===== src/rtl/yacht_pkg.sv =====
// yacht_pkg
// Shared definitions for the Yacht Dice datapath: die geometry, the blank
// face code, the LFSR feedback polynomial, the dice engine FSM encoding and
// the byte-to-face mapping also used by the score calculator tests.
package yacht_pkg;

  localparam int          NUM_DICE   = 5;
  localparam int          DIE_W      = 3;
  localparam logic [2:0]  FACE_BLANK = 3'd0;
  localparam logic [31:0] LFSR_POLY  = 32'h8020_0003;

  typedef enum logic {
    IDLE = 1'b0,
    ROLL = 1'b1
  } roll_state_t;

  // Scales a uniform byte onto 1..6. The product needs 11 bits (255*6=1530),
  // and its top three bits are 0..5, so the face never leaves 1..6.
  function automatic logic [DIE_W-1:0] face_map(input logic [7:0] rnd);
    logic [10:0] prod;
    prod = {3'b000, rnd} * 11'd6;
    return prod[10:8] + 3'd1;
  endfunction

endpackage


===== src/rtl/lfsr32.sv =====
// lfsr32
// Free-running 32-bit Galois LFSR (right-shifting form). A zero seed would
// lock the register at zero, so it is replaced by 1.
// Ports:
//   clk      in   system clock
//   reset_n  in   asynchronous active-low reset, loads the seed
//   en       in   advance enable
//   state    out  current 32-bit LFSR state
module lfsr32
  import yacht_pkg::*;
#(
  parameter logic [31:0] SEED = 32'h0000_0001,
  parameter logic [31:0] POLY = LFSR_POLY
) (
  input  logic        clk,
  input  logic        reset_n,
  input  logic        en,
  output logic [31:0] state
);

  localparam logic [31:0] SEED_NZ = (SEED == 32'h0) ? 32'h0000_0001 : SEED;

  always_ff @(posedge clk or negedge reset_n) begin
    if (!reset_n) begin
      state <= SEED_NZ;
    end else if (en) begin
      state <= {1'b0, state[31:1]} ^ (state[0] ? POLY : 32'h0);
    end
  end

endmodule


===== src/rtl/dice_roll_unit.sv =====
// dice_roll_unit
// Dice engine for Yacht Dice. On a roll request it animates the non-held dice
// for ANIM_STEPS steps of TICK_CYCLES clocks each, then commits the final
// faces and pulses roll_done. new_turn clears the dice and the roll count.
// Ports:
//   clk           in   system clock
//   reset_n       in   asynchronous active-low reset
//   roll_trigger  in   one-cycle roll request
//   new_turn      in   one-cycle turn-start pulse, clears dice and holds
//   hold_sw       in   per-die hold request (bit i = die i)
//   dice          out  packed faces, die i at [3i+2:3i], 0 = blank
//   dice_valid    out  dice hold a committed roll of the current turn
//   busy          out  high while animating
//   roll_done     out  one-cycle pulse when final faces are committed
//   roll_count    out  completed rolls this turn, saturating at 3
module dice_roll_unit
  import yacht_pkg::*;
#(
  parameter int          ANIM_STEPS  = 8,
  parameter int          TICK_CYCLES = 2_500_000,
  parameter logic [31:0] LFSR_SEED   = 32'h0000_0001
) (
  input  logic        clk,
  input  logic        reset_n,
  input  logic        roll_trigger,
  input  logic        new_turn,
  input  logic [4:0]  hold_sw,
  output logic [14:0] dice,
  output logic        dice_valid,
  output logic        busy,
  output logic        roll_done,
  output logic [1:0]  roll_count
);

  localparam int TICK_W = (TICK_CYCLES > 1) ? $clog2(TICK_CYCLES) : 1;
  localparam int STEP_W = (ANIM_STEPS > 1) ? $clog2(ANIM_STEPS) : 1;

  localparam logic [TICK_W-1:0] TICK_LAST = TICK_W'(TICK_CYCLES - 1);
  localparam logic [STEP_W-1:0] STEP_LAST = STEP_W'(ANIM_STEPS - 1);

  roll_state_t       state;
  logic [31:0]       lfsr;
  logic [TICK_W-1:0] tick_cnt;
  logic [STEP_W-1:0] step_cnt;
  logic [4:0]        hold_mask;

  lfsr32 #(
    .SEED(LFSR_SEED),
    .POLY(LFSR_POLY)
  ) u_lfsr (
    .clk    (clk),
    .reset_n(reset_n),
    .en     (1'b1),
    .state  (lfsr)
  );

  // Dice 0..3 take one LFSR byte each; die 4 folds the top and bottom bytes
  // together so it is not a plain copy of any other die.
  function automatic logic [7:0] die_byte(input logic [31:0] s, input int idx);
    if (idx == NUM_DICE - 1) begin
      return s[31:24] ^ s[7:0];
    end
    return s[idx*8 +: 8];
  endfunction

  always_ff @(posedge clk or negedge reset_n) begin
    if (!reset_n) begin
      state      <= IDLE;
      dice       <= '0;
      dice_valid <= 1'b0;
      busy       <= 1'b0;
      roll_done  <= 1'b0;
      roll_count <= 2'd0;
      tick_cnt   <= '0;
      step_cnt   <= '0;
      hold_mask  <= 5'b00000;
    end else begin
      roll_done <= 1'b0;
      // new_turn wins over everything, including a roll in flight.
      if (new_turn) begin
        state      <= IDLE;
        busy       <= 1'b0;
        dice       <= '0;
        dice_valid <= 1'b0;
        roll_count <= 2'd0;
        tick_cnt   <= '0;
        step_cnt   <= '0;
      end else begin
        case (state)
          IDLE: begin
            if (roll_trigger) begin
              // Holds only make sense once there is a committed roll.
              hold_mask <= dice_valid ? hold_sw : 5'b00000;
              tick_cnt  <= '0;
              step_cnt  <= '0;
              state     <= ROLL;
              busy      <= 1'b1;
            end
          end
          ROLL: begin
            if (tick_cnt == TICK_LAST) begin
              tick_cnt <= '0;
              for (int i = 0; i < NUM_DICE; i++) begin
                if (!hold_mask[i]) begin
                  dice[i*DIE_W +: DIE_W] <= face_map(die_byte(lfsr, i));
                end
              end
              if (step_cnt == STEP_LAST) begin
                state      <= IDLE;
                busy       <= 1'b0;
                roll_done  <= 1'b1;
                dice_valid <= 1'b1;
                if (roll_count != 2'd3) begin
                  roll_count <= roll_count + 2'd1;
                end
              end else begin
                step_cnt <= step_cnt + 1'b1;
              end
            end else begin
              tick_cnt <= tick_cnt + 1'b1;
            end
          end
          default: state <= IDLE;
        endcase
      end
    end
  end

endmodule


===== config.mk =====
export PLATFORM = sky130hd
export DESIGN_NAME = dice_roll_unit
export DESIGN_NICKNAME = d
export VERILOG_FILES = /design/src/rtl/yacht_pkg.sv /design/src/rtl/lfsr32.sv /design/src/rtl/dice_roll_unit.sv
export SDC_FILE = /design/constraint.sdc
export NUM_CORES = 1
export LEC_CHECK = 0
export CORE_AREA = 2 2 105 97
export CTS_BUF_LIST = sky130_fd_sc_hd__clkbuf_16
export CTS_CLUSTER_DIAMETER = 200
export DETAILED_ROUTE_END_ITERATION = 10
export DIE_AREA = 0 0 107 99
export GPL_TIMING_DRIVEN = 1
export PLACE_DENSITY = 0.66
export SYNTH_ARGS = -nofsm -noshare
export SYNTH_HDL_FRONTEND = slang
export SYNTH_SLANG_ARGS = --single-unit

===== constraint.sdc =====
create_clock -name clk -period 3.9 [get_ports clk]
set_input_delay 0.39 -clock clk [delete_from_list [all_inputs] [get_ports clk]]
set_output_delay 0.39 -clock clk [all_outputs]
set_load 0.01 [all_outputs]

==> metrics.log, run 1 <==
INFO  metric setup-violations-final = 0
INFO  metric grt_setup_unrepaired = no
INFO  metric vias = 3527
INFO  metric synth.yosys.warnings = 0
INFO  metric post_synth_inst_count = around 450
INFO  metric worst_setup_path_start_kind = register
INFO  metric pre_cts_ws = approximately 1.1 ns
INFO  metric outcome = finished, final reports clean
INFO  metric post-cts-setup-buffers = 0
INFO  metric drc_errors = 0
INFO  metric cts.path.max_buffers = 2
INFO  metric drv_slew = 0
INFO  metric detailedRoute.firstIterationViolations = 154
INFO  metric worst_ep_arrival_time = 3.08 ns
INFO  metric drive_above_1_share = 7.676%
INFO  metric worstHoldPathType = in2async
INFO  metric p_leak = between 2 and 3 nW
INFO  metric max-cap-violations = 0
INFO  metric synth_seq_cells = 83
INFO  metric postRouteWirelength = 9795 microns
INFO  metric synth-seq-area-share = approximately 45%
INFO  metric fin_ws = 1.088 ns
INFO  metric postSynthAreaPerCell = 10.29 sq um
INFO  metric clk_root_buffer_cell = sky130_fd_sc_hd__clkbuf_16
INFO  metric post_cts_hold_fix_bufs = 0
INFO  metric finalCriticalPeriod = about 2.8 ns
INFO  metric final_min_period_over_clock_period = 72.10%
INFO  metric cts_resized = 0
INFO  metric ys_flop_type = sky130_fd_sc_hd__dfrtp_1
INFO  metric ys_types = 59
INFO  metric die_height = 99 microns
INFO  metric total_power = 1.809 mW
INFO  metric worst_ep_required_time = 4.17 ns
INFO  metric firstDrtPassIters = 4
INFO  metric antenna_found_initial = 0
INFO  metric average_wire_per_cell_in_the_routed_design = 16.11 microns
INFO  metric floorplan.die.width = approximately 110 microns
INFO  metric clock-skew-final = 0.01150 ns
INFO  metric fmax = 0.3557 GHz
INFO  metric clock_latency = 0.34 ns
INFO  metric port-buffer-count = 28
INFO  metric dp_hpwl = 7033 microns
INFO  metric antennaDiodeCount = 0
INFO  metric layout.nets = 530
INFO  metric number_of_standard_cell_rows_in_the_floorplan = 34
INFO  metric max_slew_margin = between 30% and 40%
INFO  metric timing_hold_violations_final = 0
INFO  metric clk_pin_slew_worst_paths = roughly 0.07 ns
INFO  metric tritoncts_clock_tree = yes
INFO  metric drtAntennaViolNets = 0
INFO  metric fin_util = 55.86%
INFO  metric gp_congestion = 0.8230
INFO  metric largest_net_degree_at_the_start_of_global_routing = 84
INFO  metric synth.net_count = 501
INFO  metric path_class = reg2reg
INFO  metric synth-edff-count = 0
INFO  metric worst_pin_slew = 1.043 ns
INFO  metric grt_pass1_wl = 16990 microns
INFO  metric totalNegativeSetupSlack = 0 ns
INFO  metric numClockSinks = slightly above 80
INFO  metric ys_async_sr_fraction = 100.0%
INFO  metric cp_max_fo = 4
INFO  metric detail_route.vias_per_cell = 5.801
INFO  metric vias_in_the_first_global_route = between 3000 and 4000
INFO  metric cts_made_buffers = 9
INFO  metric syn-cell-area = 0.004612 sq mm
INFO  metric r2r_cell_count = 11
INFO  metric globalRouteTotalUtil = 20.18%
INFO  metric end_kind = register
INFO  metric ctsHtreeMaxLevel = 3
INFO  metric core = 0.009487 sq mm
INFO  metric final_cell_count_no_fill = 608
INFO  metric overall_die_area = around 0.011 sq mm
INFO  metric power_density = 341.4 mW/mm^2
INFO  metric post-place-cells = 592
INFO  metric area_delta_synth_final = 14.89%
INFO  metric ir_drop = roughly 200 uV
INFO  metric top_level_ports = 29
INFO  metric start_util = 48.62%
INFO  metric grt_total_ovfl = 0
-- worst paths after layout --
kind,from,endpoint,slack (ns)
max in group asynchronous,reset_n,step_cnt[2]$_DFFE_PN0P_,3.00
max reg2reg,u_lfsr.state[2]$_DFF_PN0_,dice[14]$_DFFE_PN0P_,1.09
min in group clk,u_lfsr.state[16]$_DFF_PN0_,u_lfsr.state[15]$_DFF_PN0_,0.39
min reg2reg,u_lfsr.state[16]$_DFF_PN0_,u_lfsr.state[15]$_DFF_PN0_,0.39
min,reset_n,u_lfsr.state[5]$_DFF_PN0_,0.22
max,u_lfsr.state[2]$_DFF_PN0_,dice[14]$_DFFE_PN0P_,1.09
-- registers in the layout, summed over array words and instances, names as in the netlist, 2 cells and up --
name	count
roll_count	2
tick_cnt	22
dice	15
u_lfsr.state	32
step_cnt	3
hold_mask	5
-- routing by layer --
| layer | routed length, microns | GRT usage [%] | vias up |
|---|---|---|---|
| li1 | - | - | 1727 |
| met1 | 4915 | 30.41 | 1710 |
| met2 | 4321 | 30.13 | 83 |
| met3 | 475 | 3.704 | 7 |
| met4 | 83 | 4.995 | 0 |
| met5 | 0 | 0 | - |
-- area by class of cell --
cell class	count	area (sq um)
Fill cell	815	4188
Multi-Input combinational cell	338	2429
Sequential cell	83	2078
Timing Repair Buffer	32	307.8
Clock buffer	9	225.2
Tap cell	126	157.7
Clock inverter	7	52.55
Inverter	13	48.80
-- layout by cell type (no fill, tap or decap), types with 6 or more instances in the layout --
master                            count
sky130_fd_sc_hd__dfrtp_1             82
sky130_fd_sc_hd__mux2i_1             10
sky130_fd_sc_hd__xor2_1              18
sky130_fd_sc_hd__clkdlybuf4s50_1     27
sky130_fd_sc_hd__a21o_1               9
sky130_fd_sc_hd__clkbuf_16            9
sky130_fd_sc_hd__nor3_1               9
sky130_fd_sc_hd__a31oi_1             11
sky130_fd_sc_hd__o21ai_0             19
sky130_fd_sc_hd__nand4_1             11
sky130_fd_sc_hd__nand2_1             34
sky130_fd_sc_hd__inv_1               14
sky130_fd_sc_hd__or3_1                6
sky130_fd_sc_hd__a21oi_1             25
sky130_fd_sc_hd__o31ai_1              8
sky130_fd_sc_hd__nor2_1              35
sky130_fd_sc_hd__nand3_1             17
sky130_fd_sc_hd__nand3b_1             6
sky130_fd_sc_hd__ha_1                44
-- critical path: stages (launching register included) --
cell	delay, ns
sky130_fd_sc_hd__dfrtp_1	0.44
sky130_fd_sc_hd__xor2_1	0.21
sky130_fd_sc_hd__ha_1	0.32
sky130_fd_sc_hd__and2_1	0.12
sky130_fd_sc_hd__a31oi_1	0.08
sky130_fd_sc_hd__o31ai_1	0.57
sky130_fd_sc_hd__a21oi_1	0.17
sky130_fd_sc_hd__xnor2_1	0.17
sky130_fd_sc_hd__ha_1	0.22
sky130_fd_sc_hd__nand2_1	0.08
sky130_fd_sc_hd__a2111o_1	0.29
sky130_fd_sc_hd__nand4_1	0.07
-- logic make-up (layout without fill, tap and decap cells) --
group,after synthesis,count (layout),share of synthesized area (%)
compound gates,102,102,14.89
xor+xnor,22,22,4.178
fa+ha+maj,44,44,11.94
buf+inv,27,61,2.279
flops,83,83,45.06
mux,11,11,2.415
simple gates,159,159,19.23
-- cells in the mapped netlist (4+ instances only) --
cell type / n / share of area, %
sky130_fd_sc_hd__a31oi_1: 11 / 1.5
sky130_fd_sc_hd__clkbuf_1: 11 / 0.90
sky130_fd_sc_hd__a21o_1: 9 / 1.5
sky130_fd_sc_hd__a21oi_1: 25 / 2.7
sky130_fd_sc_hd__nor4_1: 4 / 0.54
sky130_fd_sc_hd__nand4_1: 11 / 1.5
sky130_fd_sc_hd__nor3_1: 9 / 0.98
sky130_fd_sc_hd__xor2_1: 18 / 3.4
sky130_fd_sc_hd__and2_1: 4 / 0.54
sky130_fd_sc_hd__or4_1: 4 / 0.65
sky130_fd_sc_hd__a22o_1: 5 / 0.95
sky130_fd_sc_hd__mux2i_1: 10 / 2.2
sky130_fd_sc_hd__ha_1: 44 / 12
sky130_fd_sc_hd__nand2b_1: 5 / 0.68
sky130_fd_sc_hd__dfrtp_1: 82 / 44
sky130_fd_sc_hd__nand2_1: 34 / 2.8
sky130_fd_sc_hd__or3_1: 6 / 0.81
sky130_fd_sc_hd__xnor2_1: 4 / 0.76
sky130_fd_sc_hd__o21ai_0: 19 / 2.1
sky130_fd_sc_hd__o211ai_1: 4 / 0.65
sky130_fd_sc_hd__o31ai_1: 8 / 1.3
sky130_fd_sc_hd__nor2_1: 35 / 2.8
sky130_fd_sc_hd__a21boi_0: 4 / 0.65
sky130_fd_sc_hd__nand3_1: 17 / 1.8
sky130_fd_sc_hd__a2111o_1: 4 / 0.98
sky130_fd_sc_hd__inv_1: 13 / 1.1
sky130_fd_sc_hd__nand3b_1: 6 / 0.98
-- through the flow --
step                      hold WS (ns)  cell area, sq um
final                           0.2159              5299
after global routing            0.3323              5299
after CTS                       0.2909              5299
after detailed placement        0.3677              5021
after global placement          0.3722              5021
after floorplan                0.09441              4612
-- power by group --
part	leakage (nW)	switching [mW]	total, mW	internal (mW)
registers	1.15	0.0138	0.886	0.873
clock network	0.130	0.370	0.805	0.435
logic	1.30	0.0769	0.118	0.0407
total	2.58	0.461	1.81	1.35
Power figures use the tool's default switching activity.
==> inputs of run 2 (changes only) <==
clock period = 2.6 ns   (was 3.9 ns; I/O delays follow)
==> run 2 against run 1 <==
Effect of this change: cell count grew 2.0%; total power rose by 46%; maximum frequency up 10%; sequential power up 50%; largest cell class unchanged; largest power group unchanged; highest routed layer unchanged.
==> metrics.log, run 2 (synthesized netlist as in run 1, its figures left out) <==
INFO  metric multiInputGateArea = ~0.0025 sq mm
INFO  metric gp_congestion = between 0.8 and 0.9
INFO  metric worst_ep_arrival_time = approximately 2.8 ns
INFO  metric fin_util = a little under three fifths
INFO  metric area.sequential = 0.002081 sq mm
INFO  metric hold_slack = between 0.3 and 0.4 ns
INFO  metric worst-path-buf-inv = 0
INFO  metric overall_die_area = 0.01059 sq mm
INFO  metric top_level_ports = 29
INFO  metric cp_slowest_cell = sky130_fd_sc_hd__dfrtp_2
INFO  metric detailedRoute.firstIterationViolations = 159
INFO  metric area_delta_synth_final = 17.25%
INFO  metric drive_above_1_share = 10.12%
INFO  metric path_class = reg2reg
INFO  metric firstDrtPassIters = 4
INFO  metric post-cts-setup-buffers = 0
INFO  metric power_density = 487.2 mW/mm^2
INFO  metric end_kind = register
INFO  metric totalNegativeSetupSlack = 0 ns
INFO  metric die_height = 99 microns
INFO  metric cp_cell_sequence = xor2_2, ha_1, a211o_1, a31oi_1, o31ai_2, a21oi_1, xnor2_1, ha_1, nand2_1, a2111o_1, nand4_1
INFO  metric worst_ep_required_time = 2.87 ns
INFO  metric timing_hold_violations_final = 0
INFO  metric clk_pin_slew_worst_paths = 0.06 ns
INFO  metric antenna_found_initial = 0
INFO  metric cts_made_buffers = 9
INFO  metric max_stage_delay = 0.44 ns
INFO  metric cp_max_fo = 4
INFO  metric floorplan.die.width = between 100 and 150 microns
INFO  metric timing.reg2reg.setup_slack = approximately 0.045 ns
INFO  metric max_flop_register = u_lfsr.state
INFO  metric worst_pin_slew = roughly 0.5 ns
INFO  metric average_wire_per_cell_in_the_routed_design = 15.62 microns
INFO  metric fmax = between 0.3 and 0.4 GHz
INFO  metric crit_family = compound AO/OA/AOI/OAI gates
INFO  metric mostFrequentLayoutCell = sky130_fd_sc_hd__dfrtp_1
INFO  metric clk_root_buffer_cell = sky130_fd_sc_hd__clkbuf_16
INFO  metric number_of_standard_cell_rows_in_the_floorplan = 34
INFO  metric critical_path.reg2reg.endpoint = dice[14]$_DFFE_PN0P_
INFO  metric final_cell_count_no_fill = 620
INFO  metric final_min_period_over_clock_period = 98.26%
INFO  metric core = roughly 0.0095 sq mm
INFO  metric grt_pass1_wl = 16850 microns
INFO  metric largest_net_degree_at_the_start_of_global_routing = 48
INFO  metric worstHoldStart = u_lfsr.state[8]$_DFF_PN0_
INFO  metric layout.cells.most_common_list = sky130_fd_sc_hd__dfrtp_1 (80), sky130_fd_sc_hd__ha_1 (44), sky130_fd_sc_hd__nor2_1 (35)
INFO  metric globalRouteTotalUtil = 20.03%
INFO  metric clock-skew-final = 0.006221 ns
INFO  metric clock_latency = approximately 0.34 ns
INFO  metric finalCriticalPeriod = 2.555 ns
INFO  metric timing.critical_path.mode_cell = sky130_fd_sc_hd__ha_1
INFO  metric vias_in_the_first_global_route = around 3500
INFO  metric numClockSinks = 83
INFO  metric worstHoldPathType = reg2reg
INFO  metric vias = approximately 3600
INFO  metric min_to = u_lfsr.state[7]$_DFF_PN0_
INFO  metric post-place-cells = about 600
INFO  metric setup-violations-final = 0
INFO  metric grt_setup_unrepaired = yes
INFO  metric p_leak = 2.654 nW
INFO  metric ir_drop = approximately 380 uV
INFO  metric postRouteWirelength = just under 10000 microns
INFO  metric reg.largest.list = u_lfsr.state (32), tick_cnt (22), dice (15)
INFO  metric antennaDiodeCount = 0
INFO  metric r2r_cell_count = 11
INFO  metric worst_setup_path_start_kind = register
INFO  metric drtAntennaViolNets = 0
INFO  metric crit_path_start = u_lfsr.state[27]$_DFF_PN0_
INFO  metric cts.path.max_buffers = 2
INFO  metric max-cap-violations = 0
INFO  metric port-buffer-count = 28
INFO  metric ctsHtreeMaxLevel = 3
INFO  metric start_util = around half
INFO  metric critical_path.reg2reg.startpoint = u_lfsr.state[27]$_DFF_PN0_
INFO  metric layout.nets = 542
INFO  metric drv_slew = 0
INFO  metric drc_errors = 0
INFO  metric dp_hpwl = 7095 microns
INFO  metric max_slew_margin = 65.94%
INFO  metric hold_depth = 0
INFO  metric detail_route.vias_per_cell = 5.739
INFO  metric layout.filler_cells = 804
INFO  metric grt_total_ovfl = 0
INFO  metric number_of_flip_flops_in_the_largest_register = 32
INFO  metric outcome = finished, final reports clean
INFO  metric tritoncts_clock_tree = yes
[run 2: changes by cell type in the layout (fill, tap and decap cells not counted), sizes merged]
cell         before  now
buf               5   16
clkinv            1    4
clkinvlp          3    0
dlygate4sd3       0    1
[run 2: worst max-delay path by stage]
stage | end | slack [ns] | cells past startpoint
2_1_floorplan | dice[14]$_DFFE_PN0P_ | 0.18 | 11
3_3_place_gp | dice[14]$_DFFE_PN0P_ | 0.05 | 11
3_5_place_dp | dice[14]$_DFFE_PN0P_ | -0.11 | 11
4_1_cts | dice[14]$_DFFE_PN0P_ | 0.02 | 11
5_1_grt | dice[14]$_DFFE_PN0P_ | -0.08 | 11
6_report | dice[14]$_DFFE_PN0P_ | 0.05 | 11
[run 2: timing repair]
action	4_1_cts	5_1_grt
hold endpoints to repair	36	0
gates resized for setup	1	8
endpoints found under the setup margin	2	5
hold buffers	1	0
pin swaps	0	3
[run 2: power breakdown]
part	switching, mW	total, mW	internal [mW]
clock network	0.487	1.11	0.626
registers	0.0191	1.33	1.31
logic	0.120	0.193	0.0724
[run 2: layer usage]
metal | GRT usage [%] | up-vias | share of wire (%)
met5 | 0 | - | 0
met2 | 31.55 | 49 | 46
met4 | 5.295 | 0 | 0.97
met1 | 27.85 | 1757 | 49
li1 | - | 1742 | -
met3 | 4.894 | 10 | 3.9
[run 2: worst reg2reg max path, stage by stage (launching register included)]
cell	delay [ns]
sky130_fd_sc_hd__dfrtp_2	0.44
sky130_fd_sc_hd__xor2_2	0.19
sky130_fd_sc_hd__ha_1	0.31
sky130_fd_sc_hd__a211o_1	0.30
sky130_fd_sc_hd__a31oi_1	0.18
sky130_fd_sc_hd__o31ai_2	0.13
sky130_fd_sc_hd__a21oi_1	0.17
sky130_fd_sc_hd__xnor2_1	0.14
sky130_fd_sc_hd__ha_1	0.21
sky130_fd_sc_hd__nand2_1	0.06
sky130_fd_sc_hd__a2111o_1	0.28
sky130_fd_sc_hd__nand4_1	0.07
[run 2: area by class of cell]
type,count,area share (%)
Clock buffer,9,4.165
Clock inverter,7,0.5322
Sequential cell,83,38.48
Inverter,13,0.9024
Tap cell,126,2.915
Multi-Input combinational cell,338,45.37
Timing Repair Buffer,44,7.635
[run 2: stage by stage]
stage	area, sq um	power, mW	setup WS, ns
2_1_floorplan	4612	1.452	0.1809
3_3_place_gp	5116	1.540	0.05354
3_5_place_dp	5116	1.545	-0.1083
4_1_cts	5385	2.674	0.01847
5_1_grt	5408	2.753	-0.07805
6_report	5408	2.635	0.04528
==> inputs of run 3 (changes only) <==
CTS_CLUSTER_DIAMETER = default   (was 200)
==> results of run 3 <==
Final layout, timing and power as in run 2 (identical DEF).
